--- config.mk ---
export PLATFORM = sky130hd
export DESIGN_NAME = agrupa_4_num_flat
export DESIGN_NICKNAME = d
export VERILOG_FILES = /design/src/rtl/agrupa_4_num_if.sv /design/src/rtl/agrupa_4_num.sv /design/src/flat_wrapper.sv
export SDC_FILE = /design/constraint.sdc
export NUM_CORES = 1
export LEC_CHECK = 0
export CORE_UTILIZATION = 45
export DETAILED_ROUTE_END_ITERATION = 8
export PLACE_DENSITY = 0.79
export SYNTH_ARGS = -nofsm -noshare
export SYNTH_HDL_FRONTEND = slang
export SYNTH_SLANG_ARGS = --single-unit
export TNS_END_PERCENT = 30
--- constraint.sdc ---
create_clock -name clk -period 2.4 [get_ports clk]
set_clock_uncertainty 0.15 [all_clocks]
set_input_delay 0.24 -clock clk [delete_from_list [all_inputs] [get_ports clk]]
set_output_delay 0.24 -clock clk [all_outputs]
set_load 0.01 [all_outputs]
--- src/rtl/agrupa_4_num_if.sv ---
// Purpose : bundle of the serial-word input handshake and the assembled-frame
//           output handshake of agrupa_4_num.
// Ports   : upstream  in_valid/in_ready/in_data/in_cresc_ou_desc/flush
//           downstream desordenado[3:0]/ena/cresc_ou_desc/out_ready/frame_cnt
// master = the environment driving words and consuming frames; slave = the block.
interface agrupa_4_num_if #(
  parameter int W = 9
);
  logic         in_valid;
  logic         in_ready;
  logic [W-1:0] in_data;
  logic         in_cresc_ou_desc;
  logic         flush;
  logic [W-1:0] desordenado [3:0];
  logic         ena;
  logic         cresc_ou_desc;
  logic         out_ready;
  logic [7:0]   frame_cnt;

  modport master (
    output in_valid, in_data, in_cresc_ou_desc, flush, out_ready,
    input  in_ready, desordenado, ena, cresc_ou_desc, frame_cnt
  );

  modport slave (
    input  in_valid, in_data, in_cresc_ou_desc, flush, out_ready,
    output in_ready, desordenado, ena, cresc_ou_desc, frame_cnt
  );
endinterface

--- src/rtl/agrupa_4_num.sv ---
// Purpose : groups 4 serial W-bit words into one frame for the sorter, with the
//           sort direction captured on word 0 of each frame.
// Latency : the frame (ena=1) is visible the cycle after its 4th word is taken.
// Backpressure: words 0..2 of the next frame are taken while a frame is held;
//           the 4th word stalls (in_ready=0) until the held frame is consumed.
// Ports   : clk, rst_n (async active-low), bus (agrupa_4_num_if.slave).
module agrupa_4_num #(
  parameter int W = 9
) (
  input  logic            clk,
  input  logic            rst_n,
  agrupa_4_num_if.slave   bus
);

  // Fill count of the input buffer doubles as the state.
  localparam logic [1:0] S_EMPTY = 2'd0;
  localparam logic [1:0] S_ONE   = 2'd1;
  localparam logic [1:0] S_TWO   = 2'd2;
  localparam logic [1:0] S_THREE = 2'd3;

  logic [1:0]   r_state;
  logic [W-1:0] r_buf [0:2];
  logic         r_dir;
  logic [W-1:0] r_desord [3:0];
  logic         r_ena;
  logic         r_cod;
  logic [7:0]   r_cnt;

  logic w_in_ready;
  logic w_xfer;
  logic w_handoff;
  logic w_complete;

  // Only the frame-completing word must wait for the held frame to drain;
  // earlier words go into the fill buffer, which is separate from the output.
  assign w_in_ready = !bus.flush &&
                      !((r_state == S_THREE) && r_ena && !bus.out_ready);
  assign w_xfer     = bus.in_valid && w_in_ready;
  assign w_handoff  = r_ena && bus.out_ready;
  assign w_complete = w_xfer && (r_state == S_THREE);

  // Fill state and buffered words.
  always_ff @(posedge clk or negedge rst_n) begin
    if (!rst_n) begin
      r_state  <= S_EMPTY;
      r_buf[0] <= '0;
      r_buf[1] <= '0;
      r_buf[2] <= '0;
      r_dir    <= 1'b0;
    end else if (bus.flush) begin
      r_state <= S_EMPTY;
    end else if (w_xfer) begin
      case (r_state)
        S_EMPTY: begin
          r_buf[0] <= bus.in_data;
          r_dir    <= bus.in_cresc_ou_desc;
          r_state  <= S_ONE;
        end
        S_ONE: begin
          r_buf[1] <= bus.in_data;
          r_state  <= S_TWO;
        end
        S_TWO: begin
          r_buf[2] <= bus.in_data;
          r_state  <= S_THREE;
        end
        default: begin
          r_state <= S_EMPTY;
        end
      endcase
    end
  end

  // Output frame register: loads only when a frame completes.
  always_ff @(posedge clk or negedge rst_n) begin
    if (!rst_n) begin
      r_desord[0] <= '0;
      r_desord[1] <= '0;
      r_desord[2] <= '0;
      r_desord[3] <= '0;
      r_cod       <= 1'b0;
    end else if (w_complete) begin
      r_desord[0] <= r_buf[0];
      r_desord[1] <= r_buf[1];
      r_desord[2] <= r_buf[2];
      r_desord[3] <= bus.in_data;
      r_cod       <= r_dir;
    end
  end

  // A completion on the handoff edge keeps ena high for the new frame.
  always_ff @(posedge clk or negedge rst_n) begin
    if (!rst_n) begin
      r_ena <= 1'b0;
    end else if (w_complete) begin
      r_ena <= 1'b1;
    end else if (w_handoff) begin
      r_ena <= 1'b0;
    end
  end

  // Handed-off frame counter; wraps naturally at 8 bits.
  always_ff @(posedge clk or negedge rst_n) begin
    if (!rst_n) begin
      r_cnt <= 8'd0;
    end else if (w_handoff) begin
      r_cnt <= r_cnt + 8'd1;
    end
  end

  assign bus.in_ready      = w_in_ready;
  assign bus.ena           = r_ena;
  assign bus.cresc_ou_desc = r_cod;
  assign bus.frame_cnt     = r_cnt;

  for (genvar g = 0; g < 4; g++) begin : g_out
    assign bus.desordenado[g] = r_desord[g];
  end

endmodule

--- src/flat_wrapper.sv ---
// flat-port wrapper written by rule: the top's interface ports become plain ports
module agrupa_4_num_flat 
#(
  parameter int W = 9
)
  (clk, rst_n, bus_in_valid, bus_in_data, bus_in_cresc_ou_desc, bus_flush, bus_out_ready, bus_in_ready, bus_desordenado, bus_ena, bus_cresc_ou_desc, bus_frame_cnt);
  agrupa_4_num_if #(.W(W)) bus_i ();
  input  logic clk;
  input  logic rst_n;
  input wire logic [$bits(bus_i.in_valid)-1:0] bus_in_valid;
  input wire logic [$bits(bus_i.in_data)-1:0] bus_in_data;
  input wire logic [$bits(bus_i.in_cresc_ou_desc)-1:0] bus_in_cresc_ou_desc;
  input wire logic [$bits(bus_i.flush)-1:0] bus_flush;
  input wire logic [$bits(bus_i.out_ready)-1:0] bus_out_ready;
  output wire logic [$bits(bus_i.in_ready)-1:0] bus_in_ready;
  output wire logic [$bits(bus_i.desordenado)-1:0] bus_desordenado;
  output wire logic [$bits(bus_i.ena)-1:0] bus_ena;
  output wire logic [$bits(bus_i.cresc_ou_desc)-1:0] bus_cresc_ou_desc;
  output wire logic [$bits(bus_i.frame_cnt)-1:0] bus_frame_cnt;
  assign bus_i.in_valid = bus_in_valid;
  assign bus_i.in_data = bus_in_data;
  assign bus_i.in_cresc_ou_desc = bus_in_cresc_ou_desc;
  assign bus_i.flush = bus_flush;
  assign bus_i.out_ready = bus_out_ready;
  assign bus_in_ready = bus_i.in_ready;
  assign bus_desordenado = {>>{bus_i.desordenado}};
  assign bus_ena = bus_i.ena;
  assign bus_cresc_ou_desc = bus_i.cresc_ou_desc;
  assign bus_frame_cnt = bus_i.frame_cnt;
  agrupa_4_num #(.W(W)) u_core (.clk(clk), .rst_n(rst_n), .bus(bus_i));
endmodule
---- Word level (Yosys, flattened, before mapping) ----
Index checks and enable logic that the tools add are counted.
cells by class
  eq/ne operators ......................... 3
  bitwise gates (word level) .............. 1
  reduce and logical (&&, ||, !) cells .... 15
  add/subtract/negate cells ............... 1
  multiplexer cells ....................... 5
operators with widths
  cell                                           count
  AND reduction 3 bit                            3
  adder 8 x 1 -> 8 bit, second input constant    1
  logical AND 1 bit                              6
  case mux 2 bit (3 select lines)                1
  == test 2 bit, second input constant           2
  two-way mux 2 bit                              2
  nonzero test 2 bit                             2
  logical NOT 1 bit                              3
  == test 2 x 1 -> 1 bit, second input constant  1
  logical NOT 2 bit                              1
  two-way mux 1 bit                              2
  inverter 1 bit                                 1
storage, ports and cells
  flip-flop bits (word level) ............. 76
  output and inout port bits .............. 47
  logic and storage cells ................. 37
  input bits .............................. 15

---- Depth between registers and ports, before layout ----
Gate-level depths: netlist of the first run.
  depth after elaboration ................. 8
  depth in mapped cells ................... 5
  depth with buffers taken out ............ 4

---- Worst setup path before layout of the first run ----
No wires, ideal clock.
  kind .................................... register -> register
  start point ............................. register u_core.r_state[0]
  end point ............................... register u_core.r_buf[18] (netlist name)
  cell stages (with the launch flop) ...... 6
  buffers on the path ..................... 1
  setup time .............................. 0.125 ns
  period minus slack after synthesis ...... 1.763 ns
  setup slack ............................. 0.637 ns
  data required time ...................... 2.125 ns
  arrival time ............................ 1.488 ns
  cells stage by stage .................... dfrtp_1 > ha_1 > and3b_1 > and3b_1 > buf_6 > mux2_4
on the way
  longest elaborated chain between the ends .. 7
  elaborated cells between the ends (all ways) .. 8
  classes of those cells .................. eq/ne: 1; reduce/logical: 7
RTL lines
  what                                    line                text
  from (decl)                             agrupa_4_num.sv:21  logic [1:0] r_state;
  from (signal assigned)                  agrupa_4_num.sv:45  r_state <= S_EMPTY;
  from (signal assigned)                  agrupa_4_num.sv:51  r_state <= S_EMPTY;
  from (signal assigned)                  agrupa_4_num.sv:57  r_state <= S_ONE;
  == test 2 bit                           agrupa_4_num.sv:37  !((r_state == S_THREE) && r_ena && !bus.out_ready);
  logical AND 1 bit (2 in series)         agrupa_4_num.sv:37
  logical NOT 1 bit                       agrupa_4_num.sv:37
  logical AND 1 bit                       agrupa_4_num.sv:36  assign w_in_ready = !bus.flush &&
  logical AND 1 bit                       agrupa_4_num.sv:38  assign w_xfer = bus.in_valid && w_in_ready;
  AND reduction 3 bit (no source line) *  --
  to (decl)                               agrupa_4_num.sv:22  logic [W-1:0] r_buf [0:2];
Mark *: on every way between the ends. The rest lies on a longest branch, timed or not.
A chain may end at the register's enable or synchronous reset.

---- Worst setup path after layout of the first run ----
  start point ............................. register u_core.r_state[0]
  end point ............................... output bus_in_ready
on the way
  longest elaborated chain between the ends .. 5
RTL lines
  what                             line                text
  == test 2 bit                    agrupa_4_num.sv:37
  logical AND 1 bit (2 in series)  agrupa_4_num.sv:37
  logical NOT 1 bit                agrupa_4_num.sv:37
  logical AND 1 bit                agrupa_4_num.sv:36
  to (decl)                        flat_wrapper.sv:15  output wire logic [$bits(bus_i.in_ready)-1:0] bus_in_ready;
No other way between the ends.

==> results.sh, run 1 <==
export IMPL_arrival_ns=1.86
export IMPL_ys_ff_latch=76
export IMPL_setup_worst_path_class="reg2out"
export IMPL_seqCellArea_sq_um=1900
export IMPL_wire_per_inst_microns=15.4
export IMPL_area_growth_pct=28.0
export IMPL_tightest_slew_ns=0.915
export IMPL_portBuffers=61
export IMPL_viasPerCell=4.74
export IMPL_synth_flop_cell="dfrtp_1"
export IMPL_cap_violations=0
export IMPL_grt_use_total_pct=16.1
export IMPL_fillers=547
export IMPL_layout_common_cells="dfrtp_1 (76), clkdlybuf4s50_1 (60), mux2_4 (58)"
export IMPL_crit_path_end_kind="output pin"
export IMPL_drive_above_1_share_pct=34.3
export IMPL_syn_inst=189
export IMPL_fin_util_pct=60.7
export IMPL_multiInputGateArea_sq_um=1250
export IMPL_syn_avg_cell_area_sq_um=17.3
export IMPL_dr_wl_met2_mm=2.59
export IMPL_cts_tree="yes"
export IMPL_cts_path_max_buffers=2
export IMPL_yosysTopAreaCell="dfrtp_1"
export IMPL_clk_pin_slew_worst_paths_ns=0.07
export IMPL_drtPass1Iterations=4
export IMPL_drc=0
export IMPL_p_leak_nw=1.93
export IMPL_postSynth_asyncResetShare_pct=100
export IMPL_met1_length_mm=2.61
export IMPL_clock_sinks=76
export IMPL_vias=1711
export IMPL_ys_top_cells_by_area="dfrtp_1 (58%), mux2_4 (27%), mux2_2 (2.8%)"
export IMPL_postCtsSetupBuffers=0
export IMPL_synth_area_sq_um=3270
export IMPL_row_count=30
export IMPL_crit_fanout=5
export IMPL_grt_pass1_vias=1790
export IMPL_yosysSeqAreaShare_pct=58.1
export IMPL_status="finished, final reports clean"
export IMPL_swShare_pct=25.6
export IMPL_power_density_nw_per_um2=1120
export IMPL_initial_core_util_pct=47.4
export IMPL_nets=280
export IMPL_layout_commonest_cell="dfrtp_1"
export IMPL_diodes=0
export IMPL_dpl_hpwl_mm=3.82
export IMPL_peakVddDrop_v=0.000505
export IMPL_synthesis_nets=209
export IMPL_routed_wl_met3_microns=287
export IMPL_dieHeight_microns=87.3
export IMPL_rsz0062_at_grt="false"
export IMPL_top_layer_used="met4"
export IMPL_power_total_mw=4.68
export IMPL_hold_violations=0
export IMPL_finalNonFillerCells=361
export IMPL_p_sw_mw=1.20
export IMPL_antenna_found_initial=0
export IMPL_max_freq_ghz=0.445
export IMPL_grt_ovfl_total=0
export IMPL_required_ns=2.01
export IMPL_synth_top_area_share_pct=58.1
export IMPL_dieWidth_microns=87.3
export IMPL_comb_power_share_pct=33.4
export IMPL_grt_max_degree=77
export IMPL_pwr_share_clk_pct=22.0
export IMPL_ctsHoldBuffers=1
export IMPL_synth_enable_flop_cells=0
export IMPL_dp_cells=344
export IMPL_p_int_mw=3.48
export IMPL_synth_warnings=0
export IMPL_drt_iter0_drc=36
export IMPL_clk_latency_ns=0.34
export IMPL_maxSlewHeadroom_pct=39.0
export IMPL_ant_nets=0
export IMPL_cts_buffers=9
export IMPL_finalMaxSlewViolations=0
export IMPL_setup_viol=0
export IMPL_fin_setup_tns_ns=0
export IMPL_routed_wl_mm=5.55
export IMPL_crit_path_start_kind="flop"
export IMPL_die_area_sq_um=7620
export IMPL_ios=62
export IMPL_pwr_share_seq_pct=44.7
export IMPL_core_sq_um=6910
export IMPL_timing_hold_ws_ns=0.332
export IMPL_fin_crit_ns=2.25
export IMPL_htree_levels=3
export IMPL_fin_crit_sh_pct=93.7
export IMPL_ctsResizeCount=0
export IMPL_ys_types=23
export IMPL_grt_pass1_wl_mm=9.07
export IMPL_hold_class="reg2reg"
export IMPL_cts_root_buf="clkbuf_8"
export IMPL_place_congestion=0.723
area by class of cell:
cell class	instances	share of cell area (%)
inverter	2	0.179
tap	96	2.87
sequential	76	45.4
multi-input combinational	103	29.9
clock buffer	13	4.27
timing repair buffer	68	16.4
clock inverter	3	1.02
state kept, by name, indices dropped and copies added (netlist names):
register	count
u_core.bus.cresc_ou_desc	1
u_core.bus.desordenado	36
u_core.bus.ena	1
u_core.bus.frame_cnt	8
u_core.r_buf	27
u_core.r_dir	1
u_core.r_state	2
cell usage after synthesis (2+ instances only):
| cell type | number |
|---|---|
| mux2_2 | 8 |
| and3_1 | 2 |
| buf_6 | 3 |
| buf_12 | 3 |
| nand2_1 | 4 |
| nand2b_1 | 2 |
| nand4_1 | 4 |
| and3b_1 | 4 |
| dfrtp_1 | 76 |
| nor2_1 | 3 |
| mux2_4 | 58 |
| ha_1 | 5 |
| inv_1 | 2 |
| xnor2_1 | 6 |
power groups by stage:
stage	Sequential, mW	Clock [mW]	Combinational [mW]
2_1_floorplan	2.16	0	0.749
3_3_place_gp	2.09	0	1.53
3_5_place_dp	2.12	0	1.57
4_1_cts	2.09	1.07	1.58
5_1_grt	2.15	1.12	1.66
6_report	2.09	1.03	1.56
cells by family (layout without fill, tap and decap cells):
logic type	after synthesis	after routing	share of synthesized area, %
flops	76	76	58.1
xor+xnor	7	7	1.87
simple gates	23	23	4.43
fa+ha+maj	5	5	1.91
mux	68	68	30.0
buf+inv	10	86	3.67
through the flow:
step	area, sq um	setup slack [ns]
2_1_floorplan	3270	0.637
3_3_place_gp	3960	0.357
3_5_place_dp	3960	0.316
4_1_cts	4190	0.130
5_1_grt	4190	0.0568
6_report	4190	0.152
layer usage:
| layer | up-vias | track usage [%] |
|---|---|---|
| li1 | 797 | - |
| met1 | 862 | 21.3 |
| met2 | 46 | 24.4 |
| met3 | 6 | 5.40 |
| met4 | 0 | 6.26 |
| met5 | - | 0 |
worst max-delay path: stages, from the launching register on:
cell and delay (ns):
dfrtp_1 0.42, ha_1 0.23, and3b_1 0.23, nor2_1 0.10
clkdlybuf4s50_1 0.54
path summary, 6_finish.rpt:
check / to / cells past startpoint / slack [ns] / from
max in group asynchronous: u_core.r_dir$_DFFE_PN0P_ / 2 / 1.08 / rst_n
min: u_core.bus.frame_cnt[7]$_DFFE_PN0P_ / 1 / 0.33 / u_core.bus.frame_cnt[7]$_DFFE_PN0P_
min in group asynchronous: u_core.bus.desordenado[23]$_DFFE_PN0P_ / 2 / 0.43 / rst_n
max: bus_in_ready / 4 / 0.15 / u_core.r_state[0]$_DFFE_PN0P_
max reg2reg: u_core.r_buf[7]$_DFFE_PN0P_ / 5 / 0.49 / u_core.r_state[0]$_DFFE_PN0P_
min reg2reg: u_core.bus.frame_cnt[7]$_DFFE_PN0P_ / 1 / 0.33 / u_core.bus.frame_cnt[7]$_DFFE_PN0P_
Power figures use the tool's default switching activity.
==> inputs of run 2 (changes only) <==
Settings changed: CORE_UTILIZATION 45 to 52, PLACE_DENSITY 0.79 to 0.88.
==> run 2 against run 1 <==
Critical path depth stayed put. Critical path type unchanged. Maximum frequency is 0.83% lower. Setup slack worse by 0.019 ns. First-iteration DRC count is 31% higher. Via count is 0.82% higher. Largest cell class unchanged. Highest routed layer unchanged. Die area is 13% lower. Critical endpoint unchanged. Sequential cell count stayed put.
==> results.sh, run 2 (synthesis gave the netlist of run 1 again) <==
export IMPL_status="finished, final reports clean"
export IMPL_p_leak_nw=1.93
export IMPL_grt_max_degree=43
export IMPL_dr_wl_met2_mm=2.62
export IMPL_grt_pass1_vias=1800
export IMPL_postPlaceCellArea_sq_um=3950
export IMPL_ctsHoldBuffers=1
export IMPL_portBuffers=61
export IMPL_finalMaxSlewViolations=0
export IMPL_drc=0
export IMPL_viasPerCell=5.07
export IMPL_fillers=391
export IMPL_required_ns=2.01
export IMPL_ctsResizeCount=0
export IMPL_rrSetupSlack_ns=0.46
export IMPL_initial_core_util_pct=54.6
export IMPL_rr_startpoint="u_core.r_state[0]$_DFFE_PN0P_"
export IMPL_arrival_ns=1.88
export IMPL_largest_reg_flops=36
export IMPL_power_total_mw=4.72
export IMPL_postCtsSetupBuffers=0
export IMPL_hold_class="in2async"
export IMPL_antenna_found_initial=0
export IMPL_seqCellArea_sq_um=1900
export IMPL_diodes=0
export IMPL_dieHeight_microns=81.3
export IMPL_grt_ovfl_total=0
export IMPL_clk_pin_slew_worst_paths_ns=0.08
export IMPL_power_density_nw_per_um2=1130
export IMPL_setup_viol=0
export IMPL_peakVddDrop_v=0.000547
export IMPL_vias=1725
export IMPL_max_freq_ghz=0.441
export IMPL_rr_worst_depth=5
export IMPL_tightest_slew_ns=0.446
export IMPL_row_count=28
export IMPL_dpl_hpwl_mm=3.78
export IMPL_nets=280
export IMPL_area_growth_pct=27.5
export IMPL_drive_above_1_share_pct=33.6
export IMPL_ios=62
export IMPL_crit_path_start_kind="flop"
export IMPL_routed_wl_met3_microns=266
export IMPL_crit_reg2reg_capture="u_core.r_buf[12]$_DFFE_PN0P_"
export IMPL_ant_nets=0
export IMPL_layout_commonest_cell="dfrtp_1"
export IMPL_cts_path_max_buffers=2
export IMPL_top_layer_used="met4"
export IMPL_maxSlewHeadroom_pct=70.3
export IMPL_core_sq_um=5990
export IMPL_fin_crit_ns=2.27
export IMPL_clock_sinks=76
export IMPL_clk_latency_ns=0.34
export IMPL_cts_tree="yes"
export IMPL_grt_use_total_pct=19.6
export IMPL_drt_iter0_drc=47
export IMPL_stdcell_area_sq_um=4170
export IMPL_place_congestion=0.769
export IMPL_hold_violations=0
export IMPL_rsz0062_at_grt="false"
export IMPL_cap_violations=0
export IMPL_finalNonFillerCells=340
export IMPL_fin_crit_sh_pct=94.5
export IMPL_multiInputGateArea_sq_um=1250
export IMPL_met1_length_mm=2.71
export IMPL_fin_setup_tns_ns=0
export IMPL_setup_worst_path_class="reg2out"
export IMPL_die_area_sq_um=6620
export IMPL_layout_common_cells="dfrtp_1 (76), clkdlybuf4s50_1 (60), mux2_4 (58)"
export IMPL_wire_per_inst_microns=16.7
export IMPL_timing_hold_ws_ns=0.222
export IMPL_routed_wl_mm=5.67
export IMPL_crit_fanout=5
export IMPL_drtPass1Iterations=4
export IMPL_dp_cells=323
export IMPL_htree_levels=3
export IMPL_cts_root_buf="clkbuf_8"
export IMPL_crit_path_end_kind="output pin"
export IMPL_dieWidth_microns=81.3
export IMPL_cts_buffers=9
export IMPL_grt_pass1_wl_mm=9.32
==> run 2: changes by cell type in the layout (fill, tap and decap cells not counted) <==
cell | previous run | this run
buf_12 | 2 | 3
clkbuf_1 | 0 | 2
clkbuf_8 | 13 | 10
buf_4 | 5 | 4
bufinv_16 | 1 | 2
==> run 2: final cells by class <==
cell class	instances	area share, %
clock buffers	12	3.48
clock inverters	4	1.74
inverters	2	0.180
multi-input cells	103	30.0
flip-flops and latches	76	45.6
well taps	75	2.25
repair buffers	68	16.8
==> run 2: stage by stage <==
step	util, %	setup WS (ns)
floorplan	-	0.637
global placement	65.9	0.300
detailed placement	65.9	0.252
CTS	69.7	0.105
global route	69.7	0.0178
finish	69.7	0.133
==> run 2: layer usage <==
metal  vias up  track usage, %
met2        51            29.6
li1        796               -
met1       870            27.1
met5         -               0
met4         0            8.57
met3         8            4.38
==> run 2: report_power, final <==
group          switching, mW  total [mW]  internal [mW]
Clock                  0.445        1.06          0.613
Sequential             0.315        2.09           1.78
Combinational          0.463        1.57           1.11
==> run 2: worst max-delay path by stage <==
| stage | start | endpoint | slack [ns] |
|---|---|---|---|
| 2_1_floorplan | u_core.r_state[0]$_DFFE_PN0P_ | u_core.r_buf[18]$_DFFE_PN0P_ | 0.64 |
| 3_3_place_gp | bus_flush | u_core.bus.desordenado[1]$_DFFE_PN0P_ | 0.30 |
| 3_5_place_dp | bus_flush | u_core.bus.desordenado[1]$_DFFE_PN0P_ | 0.25 |
| 4_1_cts | u_core.r_state[0]$_DFFE_PN0P_ | bus_in_ready | 0.11 |
| 5_1_grt | u_core.r_state[0]$_DFFE_PN0P_ | bus_in_ready | 0.02 |
| 6_report | u_core.r_state[0]$_DFFE_PN0P_ | bus_in_ready | 0.13 |
==> run 2: critical path, stage by stage (launching register included) <==
cell and delay, ns:
dfrtp_1 0.41, ha_1 0.23, and3b_1 0.24, nor2_1 0.11, clkdlybuf4s50_1 0.54
